### config.mk
export PLATFORM = sky130hd
export DESIGN_NAME = merger_leaf_feeder
export DESIGN_NICKNAME = d
export VERILOG_FILES = /design/src/rtl/merger_leaf_feeder.sv
export SDC_FILE = /design/constraint.sdc
export NUM_CORES = 1
export LEC_CHECK = 0
export ABC_AREA = 1
export ABC_CLOCK_PERIOD_IN_PS = 2860
export CORE_AREA = 2 2 162 164
export DETAILED_ROUTE_END_ITERATION = 6
export DIE_AREA = 0 0 164 166
export PLACE_DENSITY = 0.52
export SKIP_LAST_GASP = 1
export SLEW_MARGIN = 5
export SYNTH_ARGS = -nofsm -noshare
export SYNTH_HDL_FRONTEND = slang
export SYNTH_SLANG_ARGS = --single-unit
### constraint.sdc
create_clock -name i_clk -period 2.86 [get_ports i_clk]
set_input_delay 0.286 -clock i_clk [delete_from_list [all_inputs] [get_ports i_clk]]
set_output_delay 0.286 -clock i_clk [all_outputs]
set_load 0.02 [all_outputs]
### src/rtl/merger_leaf_feeder.sv
// merger_leaf_feeder
//   Producer-side feeder for the merger tree. Splits one sorted record stream
//   into runs of RUN_LEN records, appends an all-zero terminator to each run
//   and writes the runs round-robin into the 2*L leaf FIFOs (leaf 0 first).
//
// Ports
//   i_clk, i_rst_n  clock, asynchronous active-low reset
//   i_data/i_valid  input record stream; o_ready accepts when both high
//   i_flush         single-cycle pulse closing the current run early
//   i_fifo_full     full flags of the leaf FIFOs
//   o_fifo_write    one-hot enqueue strobes (combinational, zero latency)
//   o_fifo_data     shared enqueue data bus
//   o_leaf          current target leaf
//   o_runs_done     terminators written, wraps modulo 2^16
//   o_zero_err      sticky flag: a zero record was remapped
//
// Optional feature
//   MERGER_FEEDER_ZERO_CHECK_EN: accepted zero records are written as 1 so
//   they cannot alias the terminator, and o_zero_err latches. Without the
//   macro records pass unmodified and o_zero_err is tied low.
module merger_leaf_feeder #(
  parameter int L          = 32,
  parameter int DATA_WIDTH = 128,
  parameter int RUN_LEN    = 16
) (
  input  logic                      i_clk,
  input  logic                      i_rst_n,
  input  logic [DATA_WIDTH-1:0]     i_data,
  input  logic                      i_valid,
  output logic                      o_ready,
  input  logic                      i_flush,
  input  logic [2*L-1:0]            i_fifo_full,
  output logic [2*L-1:0]            o_fifo_write,
  output logic [DATA_WIDTH-1:0]     o_fifo_data,
  output logic [$clog2(2*L)-1:0]    o_leaf,
  output logic [15:0]               o_runs_done,
  output logic                      o_zero_err
);

  localparam int NUM_LEAVES = 2 * L;
  localparam int LEAF_W     = $clog2(NUM_LEAVES);

  typedef enum logic {
    ST_LOAD,
    ST_TERM
  } state_t;

  state_t             state_q, state_d;
  logic [LEAF_W-1:0]  leaf_q, leaf_d;
  logic [15:0]        rec_cnt_q, rec_cnt_d;
  logic [15:0]        runs_done_q, runs_done_d;
  logic               flush_pend_q, flush_pend_d;

  logic               leaf_free;
  logic               load_ready;
  logic               accept;
  logic               term_write;

  assign leaf_free  = ~i_fifo_full[leaf_q];
  // Gating with i_rst_n keeps the strobes low the moment reset asserts,
  // even though the strobes are purely combinational.
  assign load_ready = i_rst_n & (state_q == ST_LOAD) & leaf_free & ~flush_pend_q;
  assign accept     = i_valid & load_ready;
  assign term_write = i_rst_n & (state_q == ST_TERM) & leaf_free;

  // State register
  always_ff @(posedge i_clk or negedge i_rst_n) begin
    if (!i_rst_n) begin
      state_q      <= ST_LOAD;
      leaf_q       <= '0;
      rec_cnt_q    <= '0;
      runs_done_q  <= '0;
      flush_pend_q <= 1'b0;
    end else begin
      state_q      <= state_d;
      leaf_q       <= leaf_d;
      rec_cnt_q    <= rec_cnt_d;
      runs_done_q  <= runs_done_d;
      flush_pend_q <= flush_pend_d;
    end
  end

  // Next-state logic
  always_comb begin
    state_d      = state_q;
    leaf_d       = leaf_q;
    rec_cnt_d    = rec_cnt_q;
    runs_done_d  = runs_done_q;
    flush_pend_d = flush_pend_q;
    unique case (state_q)
      ST_LOAD: begin
        if (accept) begin
          rec_cnt_d = rec_cnt_q + 16'd1;
        end
        // Flush only closes a non-empty run; a same-cycle accept still lands.
        if (i_flush && (rec_cnt_q != 16'd0)) begin
          flush_pend_d = 1'b1;
        end
        if ((accept && (rec_cnt_q + 16'd1 == 16'(RUN_LEN))) || flush_pend_d) begin
          state_d = ST_TERM;
        end
      end
      ST_TERM: begin
        if (leaf_free) begin
          state_d      = ST_LOAD;
          rec_cnt_d    = '0;
          flush_pend_d = 1'b0;
          runs_done_d  = runs_done_q + 16'd1;
          leaf_d       = (leaf_q == LEAF_W'(NUM_LEAVES - 1)) ? '0 : leaf_q + LEAF_W'(1);
        end
      end
      default: state_d = ST_LOAD;
    endcase
  end

  // Output decode: strobes and data follow the current state with no delay
  always_comb begin
    o_ready      = load_ready;
    o_fifo_write = '0;
    o_fifo_data  = '0;
    if (accept) begin
      o_fifo_write[leaf_q] = 1'b1;
`ifdef MERGER_FEEDER_ZERO_CHECK_EN
      o_fifo_data = (i_data == '0) ? DATA_WIDTH'(1) : i_data;
`else
      o_fifo_data = i_data;
`endif
    end else if (term_write) begin
      o_fifo_write[leaf_q] = 1'b1;
      o_fifo_data          = '0;
    end
  end

  assign o_leaf      = leaf_q;
  assign o_runs_done = runs_done_q;

`ifdef MERGER_FEEDER_ZERO_CHECK_EN
  logic zero_err_q, zero_err_d;

  always_comb begin
    zero_err_d = zero_err_q;
    if (accept && (i_data == '0)) begin
      zero_err_d = 1'b1;
    end
  end

  always_ff @(posedge i_clk or negedge i_rst_n) begin
    if (!i_rst_n) begin
      zero_err_q <= 1'b0;
    end else begin
      zero_err_q <= zero_err_d;
    end
  end

  assign o_zero_err = zero_err_q;
`else
  assign o_zero_err = 1'b0;
`endif

endmodule

# --- Yosys cells after proc, flatten, opt, wreduce, memory -nomap -nowiden ---
# Index checks and enable logic that the tools add are counted.
totals:
  ff_bits: 40
  in_bits: 196
op_classes:
  n_bitwise: 9
  n_lt_le_gt_ge: 2
  n_reduce_logical: 7
  n_eq_ne: 4
  addsub: 3
  mux: 18
ops:
  columns: ["operator", "n"]
  rows:
  - ["128-bit two-way mux", 1]
  - ["64-bit two-way mux", 2]
  - ["16-bit by 1-bit adder with 16-bit output, second input constant", 2]
  - ["16-bit two-way mux", 2]
  - ["16-bit case mux with 2 select lines", 1]
  - ["16-bit by 5-bit == test with 1-bit output, second input constant", 1]
  - ["16-bit nonzero test", 1]
  - ["6-bit by 7-bit less-than comparator with 1-bit output, second input constant", 1]
  - ["1-bit two-way mux", 7]
  - ["6-bit by 1-bit adder with 6-bit output, second input constant", 1]
  - ["1-bit bitwise AND", 6]
  - ["1-bit binary-select mux with 6-bit select", 1]
  - ["1-bit demux with 6-bit select", 1]
  - ["6-bit == test, second input constant", 1]
  - ["6-bit by 1-bit >= comparator with 1-bit output, second input constant", 1]
  - ["6-bit two-way mux", 1]
  - ["2-bit != test, second input constant", 2]
  - ["1-bit case mux with 2 select lines", 2]
  - ["2-bit AND reduction", 2]
  - ["1-bit logical AND", 3]
  - ["1-bit NOT", 3]
  - ["1-bit logical OR", 1]

# --- Depth between registers and ports, before layout ---
# Gate-level depths: netlist (run 1).
logic_depth:
  ltp_word: 10
  ltp_mapped: 18

# --- Worst setup path after synthesis (run 1) ---
# No wires, ideal clock.
synth_path:
  kind: "register to output"
  startpoint: "register leaf_q[0], in the netlist o_leaf[0]"
  endpoint: "output o_fifo_write[0]"
  stages_incl_launch_ff: 13
  arrival_ns: 2.122
  setup_slack_ns: 0.452
  t_required_ns: 2.574
  cell_sequence: "dfrtp_1 > buf_4 > buf_2 > o211ai_1 > nand2_1 > o21ai_1 > nand2_1 > nor2_2 > nand4_1 > buf_4 > nand2_4 > nand2_1 > nor2_1"
synth_between:
  elab_chain_len: 7
  word_cells_on_any_way: 14
  classes_between: "order compare: 2; mux: 6; bitwise: 5; reduce/logical: 1"
synth_rtl:
  columns: ["item", "line_no", "source"]
  rows:
  - ["from (decl)", "49", "logic [LEAF_W-1:0] leaf_q, leaf_d;"]
  - ["from (signal assigned)", "76", "leaf_q <= leaf_d;"]
  - ["1-bit binary-select mux with 6-bit select", "59", "assign leaf_free = ~i_fifo_full[leaf_q];"]
  - ["1-bit two-way mux (implied by the code)", "59", null]
  - ["1-bit NOT (no source line)", null, null]
  - ["1-bit bitwise AND (2 in a row)", "62", "assign load_ready = i_rst_n & (state_q == ST_LOAD) & leaf_free & ~flush_pend_q;"]
  - ["1-bit bitwise AND", "63", "assign accept = i_valid & load_ready;"]
  - ["64-bit two-way mux (*)", "121", "if (accept) begin"]
  - ["to (decl)", "33", "output logic [2*L-1:0] o_fifo_write,"]
# Every way passes the cells marked *; elsewhere a longest branch is shown, timed or not. The select of a mux whose other input is x is not followed.

# --- Final worst setup path (run 1) ---
layout_path:
  startpoint: "register leaf_q[0], in the netlist o_leaf[0]"
  endpoint: "output o_fifo_write[15]"
# The elaborated chain is that of the path after synthesis.

==> flow_summary.json, run 1 <==
{
  "yosysUniqueCellTypes": 30,
  "syn-cell-area_mm2": 0.004892,
  "synth_edf_count": 0,
  "root_buffer": "clkbuf_16",
  "setup_viol": 34,
  "clkLatencyLatePin_ns": 0.28,
  "p_int_mw": 2.946,
  "drive_above_1_share_pct": 28.09,
  "p_comb_share_pct": 75.1,
  "fill_cells": 2842,
  "die-area_mm2": 0.02722,
  "setup_ws_ns": -0.05352,
  "nNetsFinal": 1542,
  "cp_max_fo": 17,
  "crit_arrival_ns": 2.63,
  "min_period_over_period_pct": 101.9,
  "wl_per_cell_um": 15.63,
  "crit_type": "flip-flop to output port",
  "timing.critical_path.cells": "buf_12 > buf_16 > nand2_1 > o211ai_1 > nand2_1 > o21ai_2 > nand2_2 > nor2_4 > buf_4 > nand3b_1 > nand2_4 > nand2_4 > buf_12 > nor2_4 > buf_6",
  "slew_violations": 0,
  "syn_nets": 1098,
  "fmax_mhz": 343.2,
  "irDropWorstVdd_v": 0.0004418,
  "cp_slowest_cell": "dfrtp_2",
  "die_x_um": 164,
  "crit_required_ns": 2.57,
  "drv_cap": 0,
  "drt_wl_total_um": 26270,
  "ys_ff_latch": 40,
  "final_common_cell": "clkdlybuf4s50_1",
  "pwr-share-seq_pct": 14.2,
  "rsz0062_at_grt": "yes",
  "place_congestion": 0.8410,
  "swShare_pct": 50.02,
  "clock_sinks": 40,
  "status": "complete, but fails checks",
  "tritoncts": "done",
  "violations": "negative setup slack",
  "synth-main-ff-cell": "dfrtp_1",
  "start_util_pct": 19.10,
  "cpPeakStageDelay_ns": 0.50,
  "ios": 412,
  "syn_avg_cell_area_um2": 5.454,
  "cts_htree_levels": 2,
  "leakagePower_nw": 5.171,
  "antenna_found_initial": 8,
  "firstDrtPassIters": 4,
  "port_buffers": 410,
  "place_ws_ns": -0.3707,
  "grt_start_max_net_pins": 40,
  "finalClockSkew_ns": 0.009472,
  "rows": 59,
  "p_per_area_mw_per_mm2": 595.2,
  "async_reset_ff_share_pct": 100.0,
  "synth_warnings": 0,
  "power_switching_mw": 2.948,
  "slew-limit-headroom_pct": 64.34,
  "worstSetupEndpointType": "output port",
  "dp_hpwl_um": 21050,
  "cts_buffer_depth": 2,
  "drt_iter0_markers": 288,
  "fin_crit_ns": 2.914,
  "clk_pin_slew_ns": 0.06,
  "core_mm2": 0.02562,
  "cp-start-kind": "flip-flop",
  "tightestPinTransition_ns": 0.5329,
  "cts_buffers": 5,
  "antenna_left": 0,
  "layout_common_cells": "clkdlybuf4s50_1 (216), nand2_1 (213), inv_1 (204)",
  "syn_inst": 897,
  "hp-class": "input pin to asynchronous set/reset pin",
  "vias_per_cell": 4.079,
  "p_clk_share_pct": 10.7,
  "fin_util_pct": 38.65,
  "die_y_um": 166,
  "drc_errors": 0,
  "yosysSeqAreaShare_pct": 20.46,
  "grt_pass1_wl_um": 37720,
  "track_usage_pct": 17.82,
  "final-hold-violation-count": 0,
  "grt_pass1_vias": 6408,
  "grt-ovfl-total": 0,
  "vias": 6856,
  "layout-area-overhead-vs-synth_pct": 102.4
}
[layer usage]
layer | up-vias | track usage [%] | wire (um)
li1 | 3502 | - | -
met1 | 3093 | 20.53 | 10500
met2 | 217 | 32.32 | 13260
met3 | 38 | 4.146 | 1818
met4 | 6 | 5.416 | 654
met5 | - | 0 | 37
[cell type report]
type	instances	area (um2)	area share (%)
timing repair buffer	472	4418	44.62
sequential	40	1002	10.12
inverter	206	777.0	7.848
antenna	4	10.01	0.1011
clock inverter	2	35.03	0.3538
multi-input combinational	616	3110	31.42
clock buffer	6	128.9	1.302
tap	335	419.2	4.234
[worst paths after layout]
check                          start                to  slack, ns  cells after the start
max                        o_leaf[0]  o_fifo_write[15]      -0.05                     15
min                          i_rst_n           state_q       0.36                      2
max reg2reg                o_leaf[0]      rec_cnt_q[3]       0.47                     15
min reg2reg                  state_q      flush_pend_q       0.53                      1
max in group asynchronous    i_rst_n         o_leaf[0]       1.75                      3
min in group i_clk           state_q      flush_pend_q       0.53                      1
[state kept, by name, indices dropped and copies added, names as in the netlist]
name and cells:
o_runs_done 16, rec_cnt_q 16, o_leaf 6, flush_pend_q 1, state_q 1
[stage by stage]
stage,hold WS [ns],power (mW),cell area [um2],setup TNS (ns),cells
detailed placement,0.1365,4.761,9522,-44.78,1646
finish,0.3567,5.893,9901,-0.6006,1681
global placement,0.1396,4.772,9522,-32.05,1646
global route,0.3817,6.323,9898,-20.49,1680
CTS,0.3698,5.475,9589,-4.783,1663
floorplan,-0.009591,3.033,4892,0,897
[kinds of logic (layout without fill, tap and decap cells)]
kind of cell / Yosys count / after routing / synth area share (%)
and+or+nand+nor: 555 / 556 / 49.33
buffers and inverters: 242 / 686 / 21.66
DFF: 40 / 40 / 20.46
AOI/OAI and AO/OA: 34 / 34 / 3.606
xor gates and xnor gates: 20 / 20 / 3.581
adders and majority gates: 5 / 5 / 1.279
other: 1 / 5 / 0.07665
[Yosys cell counts (4+ instances only)]
cell type	number	share of area, %
o21ai_0	24	2.5
buf_2	17	1.7
xor2_1	11	2.0
dfrtp_1	40	20
buf_8	6	1.8
buf_4	4	0.61
nand4_1	5	0.64
nor2_2	73	9.3
nand3_1	59	6.0
nor2_1	164	13
nor3_1	17	1.7
buf_6	6	1.4
inv_1	204	16
o21ai_1	5	0.51
nand2_1	225	17
xnor2_1	9	1.6
ha_1	5	1.3
[worst max-delay path, delay by kind of cell (launching register included)]
kind	cells	cell delay, ns
AOI/OAI and AO/OA	2	0.25
buffers and inverters	5	0.70
DFF	1	0.50
and+or+nand+nor	8	0.89
[what timing repair did]
action | CTS | global route
setup endpoints to repair | 193 | 193
gates resized for setup | 697 | 221
cloned | 2 | 5
pin swaps | 2 | 14
buffers inserted | 6 | 9
hold buffers | 1 | 0
endpoints found under the hold margin | 3 | 0
[power by group through the flow]
stage	sequential [mW]	combinational [mW]	clock, mW
after global placement	0.828	3.94	0
final	0.834	4.43	0.631
after floorplan	0.896	2.14	0
after global routing	0.857	4.80	0.669
after detailed placement	0.824	3.94	0
after CTS	0.827	4.00	0.649
Note: power is estimated with default switching activity, not from simulation.
==> run 2, diff against run 1 <==
--- a/config.mk
+++ b/config.mk
@@ -11,8 +11,10 @@
 export DETAILED_ROUTE_END_ITERATION = 6
 export DIE_AREA = 0 0 164 166
 export PLACE_DENSITY = 0.52
+export SETUP_SLACK_MARGIN = 0.05
 export SKIP_LAST_GASP = 1
 export SLEW_MARGIN = 5
 export SYNTH_ARGS = -nofsm -noshare
 export SYNTH_HDL_FRONTEND = slang
 export SYNTH_SLANG_ARGS = --single-unit
+export TNS_END_PERCENT = 1
==> flow_summary.json, run 2 (synthesis results as in run 1) <==
{
  "ios": 412,
  "cp-start-kind": "flip-flop",
  "fill_cells": 2848,
  "tightestPinTransition_ns": 0.5272,
  "grtUsageMet2_pct": 32.13,
  "crit_arrival_ns": 2.73,
  "grt_pass1_vias": 6281,
  "cts_buffer_depth": 2,
  "fin_setup_tns_ns": -14.52,
  "crit_family": "buffers and inverters",
  "dp_hpwl_um": 21050,
  "slew-limit-headroom_pct": 64.72,
  "worstSetupEndpointType": "output port",
  "reg2reg_to": "rec_cnt_q[0]",
  "start_util_pct": 19.10,
  "cts_buffers": 5,
  "cts_htree_levels": 2,
  "irDropWorstVdd_v": 0.0004401,
  "final_area_mm2": 0.009615,
  "min_period_over_period_pct": 105.6,
  "final-hold-violation-count": 0,
  "drc_errors": 0,
  "crit_top_cell": "buf_12",
  "die_y_um": 166,
  "nNetsFinal": 1527,
  "crit_required_ns": 2.57,
  "drive_above_1_share_pct": 18.76,
  "fin_crit_ns": 3.019,
  "violations": "negative setup slack",
  "timing.hold.ws_ns": 0.3649,
  "finalClockSkew_ns": 0.009356,
  "slew_violations": 0,
  "clkLatencyLatePin_ns": 0.28,
  "multiInputGateArea_mm2": 0.002883,
  "vias": 6728,
  "die-area_mm2": 0.02722,
  "grt_pass1_wl_um": 37070,
  "layout-area-overhead-vs-synth_pct": 96.55,
  "setup_viol": 186,
  "fmax_mhz": 331.2,
  "wl_per_cell_um": 15.07,
  "use_met3_pct": 3.971,
  "clk_pin_slew_ns": 0.06,
  "drt_iter0_markers": 293,
  "drt_wl_total_um": 25100,
  "antenna_found_initial": 8,
  "setup_ws_ns": -0.1593,
  "p_per_area_mw_per_mm2": 556.4,
  "hp-class": "input pin to asynchronous set/reset pin",
  "vias_per_cell": 4.041,
  "leakagePower_nw": 5.005,
  "grt-ovfl-total": 0,
  "port_buffers": 410,
  "grt_start_max_net_pins": 40,
  "rows": 59,
  "cpPeakStageDelay_ns": 0.44,
  "layout_common_cells": "clkdlybuf4s50_1 (217), nand2_1 (216), inv_1 (204)",
  "timing.critical_path.cells": "buf_12 > or2_1 > nand3_1 > nand2_1 > o21ai_2 > nand2_2 > nor2_4 > nand4_1 > buf_4 > buf_6 > buf_12 > nor2_2 > clkdlybuf4s15_1",
  "rsz0062_at_grt": "yes",
  "crit_type": "flip-flop to output port",
  "core_mm2": 0.02562,
  "use_met1_pct": 20.22,
  "cp_num_buf_inv": 5,
  "root_buffer": "clkbuf_16",
  "antenna_left": 0,
  "firstDrtPassIters": 5,
  "regArea_mm2": 0.001002,
  "reg2reg_depth": 13,
  "cp_max_fo": 37,
  "r2r_slack_ns": 0.53,
  "top_usage_layer": "met2",
  "post_dp_cell_area_mm2": 0.009522,
  "r2r_start": "o_leaf[0]",
  "cp_num_cells": 13,
  "clock_sinks": 40,
  "status": "complete, but fails checks",
  "place_congestion": 0.8410,
  "track_usage_pct": 17.52,
  "drv_cap": 0,
  "tritoncts": "done",
  "die_x_um": 164,
  "cp_slowest_cell": "dfrtp_2",
  "final_common_cell": "clkdlybuf4s50_1"
}
-- run 2: final cells by class --
cell class,count,area share [%]
Inverter,206,8.107
Clock inverter,2,0.3643
Clock buffer,6,1.340
Multi-Input combinational cell,616,29.98
Sequential cell,40,10.42
Timing Repair Buffer,457,45.35
Antenna cell,3,0.07807
Tap cell,335,4.359
-- run 2: what timing repair did --
item | CTS | global route
resized for setup | 451 | 36
hold buffers | 1 | 0
setup buffers | 1 | 5
setup endpoints to repair | 193 | 193
endpoints found under the hold margin | 3 | 0
cloned | 0 | 1
pin swaps | 2 | 3
-- run 2: worst max-delay path by stage --
stage	start	slack, ns	end
finish	o_leaf[0]	-0.16	o_fifo_data[93]
global route	o_leaf[0]	-0.30	o_fifo_data[46]
CTS	o_leaf[0]	-0.12	o_fifo_write[15]
detailed placement	i_fifo_full[16]	-0.37	o_fifo_data[41]
global placement	i_fifo_full[16]	-0.29	o_fifo_data[41]
floorplan	o_leaf[0]	0.45	o_fifo_write[0]
-- run 2: where the power goes --
part	internal (mW)	switching, mW	total (mW)	leakage (nW)
logic	1.54	2.35	3.90	4.39
registers	0.683	0.140	0.822	0.539
clock network	0.410	0.221	0.631	0.0809
-- run 2: routing by layer --
layer	vias to the layer above	wire length (um)
li1	3459	-
met5	-	54
met4	8	596
met1	3012	10040
met2	213	12670
met3	36	1742
-- run 2: metrics by stage --
step | worst slack, ns | power [mW] | cells | utilization [%]
finish | -0.1593 | 5.350 | 1665 | 37.54
global route | -0.2998 | 5.778 | 1664 | 37.53
CTS | -0.1196 | 5.329 | 1656 | 37.78
detailed placement | -0.3707 | 4.761 | 1646 | 37.17
global placement | -0.2908 | 4.772 | 1646 | 37.17
floorplan | 0.4519 | 3.033 | 897 | -
